==> src/rtl/dab_mod_sequencer_if.sv <==
// Controller/modulator-facing bundle of the DAB modulation sequencer:
// requested targets and period trigger in, applied modulation and gating out.
interface dab_mod_sequencer_if #(
    parameter int W = 9
);
    logic                req_valid;
    logic signed [W-1:0] tau1_req;
    logic signed [W-1:0] tau2_req;
    logic signed [W-1:0] phi_req;
    logic                trigger;
    logic signed [W-1:0] tau1;
    logic signed [W-1:0] tau2;
    logic signed [W-1:0] phi;
    logic                gate_en;
    logic                upd;

    modport master (
        output req_valid, tau1_req, tau2_req, phi_req, trigger,
        input  tau1, tau2, phi, gate_en, upd
    );

    modport slave (
        input  req_valid, tau1_req, tau2_req, phi_req, trigger,
        output tau1, tau2, phi, gate_en, upd
    );
endinterface

==> src/rtl/dab_mod_sequencer.sv <==
// DAB modulation sequencer: start-up sequencing, period-synchronous slew-limited
// application of tau1/tau2/phi targets, and safe zero/gates-off on fault or disable.
module dab_mod_sequencer #(
    parameter int W           = 9,
    parameter int TAU_STEP    = 4,
    parameter int PHI_STEP    = 4,
    parameter int TAU_MAX     = 180,
    parameter int PHI_MAX     = 90,
    parameter int ARM_PERIODS = 4
) (
    input  logic                  clk,
    input  logic                  rst,
    input  logic                  enable,
    input  logic                  fault_in,
    dab_mod_sequencer_if.slave    bus,
    output logic                  settled,
    output logic [2:0]            state
);

    typedef enum logic [2:0] {
        IDLE  = 3'd0,
        ARM   = 3'd1,
        RAMP  = 3'd2,
        RUN   = 3'd3,
        FAULT = 3'd4
    } state_t;

    localparam int CW = (ARM_PERIODS > 1) ? $clog2(ARM_PERIODS) : 1;

    localparam logic signed [W-1:0] TAU_LO = '0;
    localparam logic signed [W-1:0] TAU_HI = W'(TAU_MAX);
    localparam logic signed [W-1:0] PHI_HI = W'(PHI_MAX);
    localparam logic signed [W-1:0] PHI_LO = W'(-PHI_MAX);
    localparam logic signed [W:0]   TSTEP  = (W+1)'(TAU_STEP);
    localparam logic signed [W:0]   PSTEP  = (W+1)'(PHI_STEP);
    localparam logic [CW-1:0]       ARM_LAST = CW'(ARM_PERIODS - 1);

    function automatic logic signed [W-1:0] clamp(
        input logic signed [W-1:0] v,
        input logic signed [W-1:0] lo,
        input logic signed [W-1:0] hi
    );
        if (v < lo)      return lo;
        else if (v > hi) return hi;
        else             return v;
    endfunction

    // Difference taken one bit wider so extreme operands cannot wrap before saturation.
    function automatic logic signed [W-1:0] slew(
        input logic signed [W-1:0] act,
        input logic signed [W-1:0] tgt,
        input logic signed [W:0]   step
    );
        logic signed [W:0] d;
        d = {tgt[W-1], tgt} - {act[W-1], act};
        if (d > step)       d = step;
        else if (d < -step) d = -step;
        return act + d[W-1:0];
    endfunction

    state_t              st_q, st_d;
    logic [CW-1:0]       cnt_q, cnt_d;
    logic signed [W-1:0] tau1_q, tau2_q, phi_q;
    logic signed [W-1:0] tau1_d, tau2_d, phi_d;
    logic signed [W-1:0] tt1_q, tt2_q, tph_q;
    logic signed [W-1:0] tt1_d, tt2_d, tph_d;
    logic signed [W-1:0] s_tau1, s_tau2, s_phi;
    logic                gate_q, gate_d;
    logic                upd_q, upd_d;
    logic                settled_q, settled_d;

    assign s_tau1 = slew(tau1_q, tt1_q, TSTEP);
    assign s_tau2 = slew(tau2_q, tt2_q, TSTEP);
    assign s_phi  = slew(phi_q,  tph_q, PSTEP);

    always_comb begin
        tt1_d = tt1_q;
        tt2_d = tt2_q;
        tph_d = tph_q;
        if (bus.req_valid) begin
            tt1_d = clamp(bus.tau1_req, TAU_LO, TAU_HI);
            tt2_d = clamp(bus.tau2_req, TAU_LO, TAU_HI);
            tph_d = clamp(bus.phi_req,  PHI_LO, PHI_HI);
        end
    end

    always_comb begin
        st_d   = st_q;
        cnt_d  = cnt_q;
        tau1_d = tau1_q;
        tau2_d = tau2_q;
        phi_d  = phi_q;
        upd_d  = 1'b0;
        case (st_q)
            IDLE: begin
                tau1_d = '0;
                tau2_d = '0;
                phi_d  = '0;
                if (enable && !fault_in) begin
                    st_d  = ARM;
                    cnt_d = '0;
                end
            end
            ARM, RAMP, RUN: begin
                if (fault_in) begin
                    st_d   = FAULT;
                    tau1_d = '0;
                    tau2_d = '0;
                    phi_d  = '0;
                end else if (!enable) begin
                    st_d   = IDLE;
                    tau1_d = '0;
                    tau2_d = '0;
                    phi_d  = '0;
                end else if (bus.trigger) begin
                    if (st_q == ARM) begin
                        cnt_d = cnt_q + CW'(1);
                        if (cnt_q == ARM_LAST) st_d = RAMP;
                    end else begin
                        // A within-step RUN update is the same as one saturated step, so
                        // RAMP and RUN share the step; only the resulting state differs.
                        tau1_d = s_tau1;
                        tau2_d = s_tau2;
                        phi_d  = s_phi;
                        upd_d  = (s_tau1 != tau1_q) || (s_tau2 != tau2_q) || (s_phi != phi_q);
                        if ((s_tau1 == tt1_q) && (s_tau2 == tt2_q) && (s_phi == tph_q))
                            st_d = RUN;
                        else
                            st_d = RAMP;
                    end
                end
            end
            FAULT: begin
                tau1_d = '0;
                tau2_d = '0;
                phi_d  = '0;
                if (!enable && !fault_in) st_d = IDLE;
            end
            default: begin
                st_d   = IDLE;
                tau1_d = '0;
                tau2_d = '0;
                phi_d  = '0;
            end
        endcase
    end

    always_comb begin
        gate_d    = (st_d == ARM) || (st_d == RAMP) || (st_d == RUN);
        settled_d = (st_d == RUN) && (tau1_d == tt1_d) && (tau2_d == tt2_d) && (phi_d == tph_d);
    end

    always_ff @(posedge clk) begin
        if (rst) begin
            st_q      <= IDLE;
            cnt_q     <= '0;
            tau1_q    <= '0;
            tau2_q    <= '0;
            phi_q     <= '0;
            tt1_q     <= '0;
            tt2_q     <= '0;
            tph_q     <= '0;
            gate_q    <= 1'b0;
            upd_q     <= 1'b0;
            settled_q <= 1'b0;
        end else begin
            st_q      <= st_d;
            cnt_q     <= cnt_d;
            tau1_q    <= tau1_d;
            tau2_q    <= tau2_d;
            phi_q     <= phi_d;
            tt1_q     <= tt1_d;
            tt2_q     <= tt2_d;
            tph_q     <= tph_d;
            gate_q    <= gate_d;
            upd_q     <= upd_d;
            settled_q <= settled_d;
        end
    end

    assign bus.tau1    = tau1_q;
    assign bus.tau2    = tau2_q;
    assign bus.phi     = phi_q;
    assign bus.gate_en = gate_q;
    assign bus.upd     = upd_q;
    assign settled     = settled_q;
    assign state       = st_q;

endmodule

==> src/flat_wrapper.sv <==
// flat-port wrapper written by rule: the top's interface ports become plain ports
module dab_mod_sequencer_flat 
#(
    parameter int W           = 9,
    parameter int TAU_STEP    = 4,
    parameter int PHI_STEP    = 4,
    parameter int TAU_MAX     = 180,
    parameter int PHI_MAX     = 90,
    parameter int ARM_PERIODS = 4
)
  (clk, rst, enable, fault_in, settled, state, bus_req_valid, bus_tau1_req, bus_tau2_req, bus_phi_req, bus_trigger, bus_tau1, bus_tau2, bus_phi, bus_gate_en, bus_upd);
  dab_mod_sequencer_if #(.W(W)) bus_i ();
  input  logic clk;
  input  logic rst;
  input  logic enable;
  input  logic fault_in;
  output logic settled;
  output logic [2:0] state;
  input wire logic [$bits(bus_i.req_valid)-1:0] bus_req_valid;
  input wire logic [$bits(bus_i.tau1_req)-1:0] bus_tau1_req;
  input wire logic [$bits(bus_i.tau2_req)-1:0] bus_tau2_req;
  input wire logic [$bits(bus_i.phi_req)-1:0] bus_phi_req;
  input wire logic [$bits(bus_i.trigger)-1:0] bus_trigger;
  output wire logic [$bits(bus_i.tau1)-1:0] bus_tau1;
  output wire logic [$bits(bus_i.tau2)-1:0] bus_tau2;
  output wire logic [$bits(bus_i.phi)-1:0] bus_phi;
  output wire logic [$bits(bus_i.gate_en)-1:0] bus_gate_en;
  output wire logic [$bits(bus_i.upd)-1:0] bus_upd;
  assign bus_i.req_valid = bus_req_valid;
  assign bus_i.tau1_req = bus_tau1_req;
  assign bus_i.tau2_req = bus_tau2_req;
  assign bus_i.phi_req = bus_phi_req;
  assign bus_i.trigger = bus_trigger;
  assign bus_tau1 = bus_i.tau1;
  assign bus_tau2 = bus_i.tau2;
  assign bus_phi = bus_i.phi;
  assign bus_gate_en = bus_i.gate_en;
  assign bus_upd = bus_i.upd;
  dab_mod_sequencer #(.W(W), .TAU_STEP(TAU_STEP), .PHI_STEP(PHI_STEP), .TAU_MAX(TAU_MAX), .PHI_MAX(PHI_MAX), .ARM_PERIODS(ARM_PERIODS)) u_core (.clk(clk), .rst(rst), .enable(enable), .fault_in(fault_in), .bus(bus_i), .settled(settled), .state(state));
endmodule
==> config.mk <==
export PLATFORM = sky130hd
export DESIGN_NAME = dab_mod_sequencer_flat
export DESIGN_NICKNAME = d
export VERILOG_FILES = /design/src/rtl/dab_mod_sequencer_if.sv /design/src/rtl/dab_mod_sequencer.sv /design/src/flat_wrapper.sv
export SDC_FILE = /design/constraint.sdc
export NUM_CORES = 1
export LEC_CHECK = 0
export ABC_CLOCK_PERIOD_IN_PS = 5300
export CAP_MARGIN = 20
export CORE_ASPECT_RATIO = 0.7
export CORE_MARGIN = 2
export CORE_UTILIZATION = 45
export CTS_CLUSTER_SIZE = 8
export DETAILED_ROUTE_END_ITERATION = 6
export PLACE_DENSITY_LB_ADDON = 0.15
export SLEW_MARGIN = 20
export SYNTH_ARGS = -nofsm -noshare
export SYNTH_HDL_FRONTEND = slang
export SYNTH_SLANG_ARGS = --single-unit
==> constraint.sdc <==
create_clock -name clk -period 5.3 [get_ports clk]
set_clock_uncertainty 0.05 [all_clocks]
set_input_delay 0.53 -clock clk [delete_from_list [all_inputs] [get_ports clk]]
set_output_delay 0.53 -clock clk [all_outputs]
set_load 0.005 [all_outputs]
==> summary.txt <==
Logic synthesis
  – Synthesized area per cell: 7.49 sq um
  – Synth area leaders: dfxtp_1, ha_1, xnor2_1, nor2_1, a21oi_1
  – Largest area contributor in the netlist: dfxtp_1
  – Post-synthesis sequential area ratio: approximately 17%
  – Top FF cell, synth: dfxtp_1
  – Synth Cell Area: between 7000 and 8000 sq um
  – Synth cell types: 86
  – Most common cell in the netlist: nor2_1
  – Total nets after synthesis: roughly 1100
  – Async SR Flop Fraction: 0%
  – Most frequent cells after synthesis: nor2_1, a21oi_1, xnor2_1
  – Post-synth top area share: 17.2%
  – Synth warn: 0
  – Gate count after technology mapping: roughly 960
  – FF+latch count, synth: between 60 and 70
  – Post-synth EDFFs: 0

Power and ir drop
  – Int Pwr: roughly 1.3 mW
  – Net Sw Power: 0.741 mW
  – Combinational share of power: approximately 44%
  – Max VDD drop: ~0.15 mV
  – Clock power share: between 30% and 40%
  – Sequential Power Share: between 20% and 30%
  – Switching Fraction: about 36%
  – Pwr/cell area: between 200 and 250 nW/um^2
  – LEAKAGE: just over 4 nW

Route
  – Via count: 8399
  – Vias per cell: approximately 6.1
  – DRC: 7
  – Final wirelength: around 28000 microns
  – Mean routed wirelength per cell: 20.6 microns
  – First-pass detailed-route iteration total: 7
  – Drt initial violations: between 1000 and 1500
  – Final ANT Viol Nets: 0

Floorplan
  – Starting density of the core: a little under half
  – Row count: 38
  – Die width: roughly 160 microns
  – Die area: roughly 17000 sq um
  – Core ar.: 15600 sq um
  – Boundary Pins: 66
  – Die Y: between 100 and 150 microns

Worst setup path
  – Most numerous cell on the critical path: inv_2
  – Crit-path max FO: 2
  – CP max-delay cell: fa_2
  – Critical path arrival: ~5.7 ns
  – Largest stage delay, worst path: ~0.54 ns
  – CP Class: flop to flop
  – Setup crit end kind: flop
  – Data required, critical path: ~5.5 ns
  – CP startpoint kind: flop

GRT
  – Pin count of the biggest net entering global routing: 35
  – First-pass GRT wire length: 43500 microns
  – Vias in the first global route: around 7700
  – Congestion Overflow GR: 0
  – Global Route Usage Sum: roughly 34%
  – Initial antenna violation count: 0

Placed design
  – Port bufs: between 60 and 70
  – Placed insts: 1340
  – Post-Place Setup Slack: -0.460 ns
  – Post-DP HPWL: around 22000 microns
  – Gpl congestion: 0.991

Timing
  – Final setup TNS: -0.516 ns
  – Tmin final: ~5.5 ns
  – Final worst setup slack: -0.200 ns
  – Final setup viols: 4
  – Final Hold Violating Endpoints: 0
  – Min Hold Slack: approximately 0.42 ns
  – Peak Freq: 0.182 GHz
  – Slew Limit Headroom: 51.9%
  – Crit share post-route: 104%
  – Final slew viol count: 0
  – RSZ-0062 raised after global routing: yes
  – Slew @ Worst Pin: about 0.71 ns

Clock network
  – CTS root buf: clkbuf_16
  – CTS tree: done
  – CTS Buf Count: 9
  – CTS H-tree depth: 3
  – Clock network latency to the later pin of the worst-skew pair: about 0.36 ns
  – Clk buf depth: 2
  – Hold_buf cts: 0
  – Sink Count: a little over 60
  – Clock-pin slew on the worst setup and hold paths: 0.05 ns

Finish
  – Proportion of layout cells with a drive suffix above 1: between 20 and 30%
  – Register Area: ~1200 sq um
  – Area occupied by multi-input gates: roughly 6000 sq um
  – Post-Layout Cell Count: approximately 1400
  – Fillers: approximately 1400
  – # diodes: 0
  – Fin nets: around 1300
  – Layout area overhead: 38.5%

Hold path
  – Worst hold path type: flop to flop

Outcome
  – Status: finished, violations left
  – Violated checks: design-rule violations, negative setup slack

Flow run
  – Max Cap Viol: 0
worst max-delay path, delay by kind of cell, from the launching register on:
kind	cells	cell delay, ns
AOI/OAI and AO/OA	5	0.71
DFF	1	0.32
buffers and inverters	6	0.59
adders and majority gates	4	1.20
and+or+nand+nor	10	2.24
xor gates and xnor gates	2	0.24
cell type report:
| cell class | instances | area share [%] |
|---|---|---|
| repair buffers | 237 | 19.6 |
| inverters | 65 | 2.44 |
| flip-flops and latches | 62 | 12.5 |
| multi-input cells | 791 | 59.7 |
| well taps | 200 | 2.51 |
| clock inverters | 3 | 0.677 |
| clock buffers | 12 | 2.57 |
per-stage QoR:
| stage | area (sq um) | utilization [%] | total power, mW |
|---|---|---|---|
| after floorplan | 7260 | - | 1.01 |
| after global placement | 9150 | 58.7 | 1.30 |
| after detailed placement | 9150 | 58.7 | 1.30 |
| after CTS | 9850 | 63.2 | 2.01 |
| after global routing | 9990 | 64.0 | 2.15 |
| final | 9990 | 64.0 | 2.06 |
flip-flops by register name (all words and copies together), names as in the netlist, 2 cells and up:
name,flops
u_core.tph_q,9
u_core.cnt_q,2
u_core.tt2_q,9
u_core.bus.tau2,9
u_core.state,3
u_core.tt1_q,9
u_core.bus.tau1,9
u_core.bus.phi,9
cell usage in the layout, fill, tap and decap left out, types with 11 or more instances in the layout:
cell             synthesis  layout
a211oi_1                14      12
xnor2_1                 68      56
a21oi_1                 76      65
ha_1                    52      46
a21oi_2                  1      11
inv_1                   65      60
nor2_1                 104     102
nand3_1                 29      29
nor3_1                  33      29
nand2_1                 37      36
xor2_1                  30      28
o21ai_0                 48      46
o211ai_1                11      11
o21a_1                  15      15
clkdlybuf4s50_1          0      65
buf_4                    0     168
dfxtp_1                 62      57
nand2b_1                20      17
nor2b_1                 24      24
xnor2_2                  0      12
power by group through the flow:
stage	clock network [mW]	logic (mW)	registers [mW]
5_1_grt	0.692	0.962	0.492
3_5_place_dp	0	0.798	0.500
2_1_floorplan	0	0.514	0.499
6_report	0.670	0.897	0.491
3_3_place_gp	0	0.797	0.500
4_1_cts	0.672	0.853	0.490
timing repair:
| item | 4_1_cts | 5_1_grt |
|---|---|---|
| pin swaps | 35 | 9 |
| cloned | 0 | 0 |
| setup endpoints to repair | 4 | 4 |
| resized for setup | 59 | 24 |
| buffers inserted | 13 | 3 |
per-layer routing:
| layer | track usage [%] | vias to the layer above | wire length [microns] |
|---|---|---|---|
| met2 | 46.3 | 428 | 11000 |
| met5 | 0 | - | 0 |
| met1 | 48.7 | 3975 | 13100 |
| li1 | - | 3925 | - |
| met4 | 8.39 | 0 | 602 |
| met3 | 12.4 | 71 | 3510 |
cell families after synthesis:
group	count (synthesis)	synth area share, %
and+or+nand+nor	343	25.3
AOI/OAI and AO/OA	273	25.7
buffers and inverters	110	6.07
xor gates and xnor gates	100	12.5
DFF	62	17.2
adders and majority gates	59	10.8
muxes	16	2.41
worst paths after layout:
check | startpoint | endpoint | slack [ns] | cells past startpoint
worst max-delay path | u_core.tt2_q[0] | u_core.bus.upd | -0.20 | 27
worst min-delay path | u_core.cnt_q[1] | u_core.cnt_q[1] | 0.42 | 2
worst max register to register | u_core.tt2_q[0] | u_core.bus.upd | -0.20 | 27
worst min register to register | u_core.cnt_q[1] | u_core.cnt_q[1] | 0.42 | 2
Power figures use the tool's default switching activity.
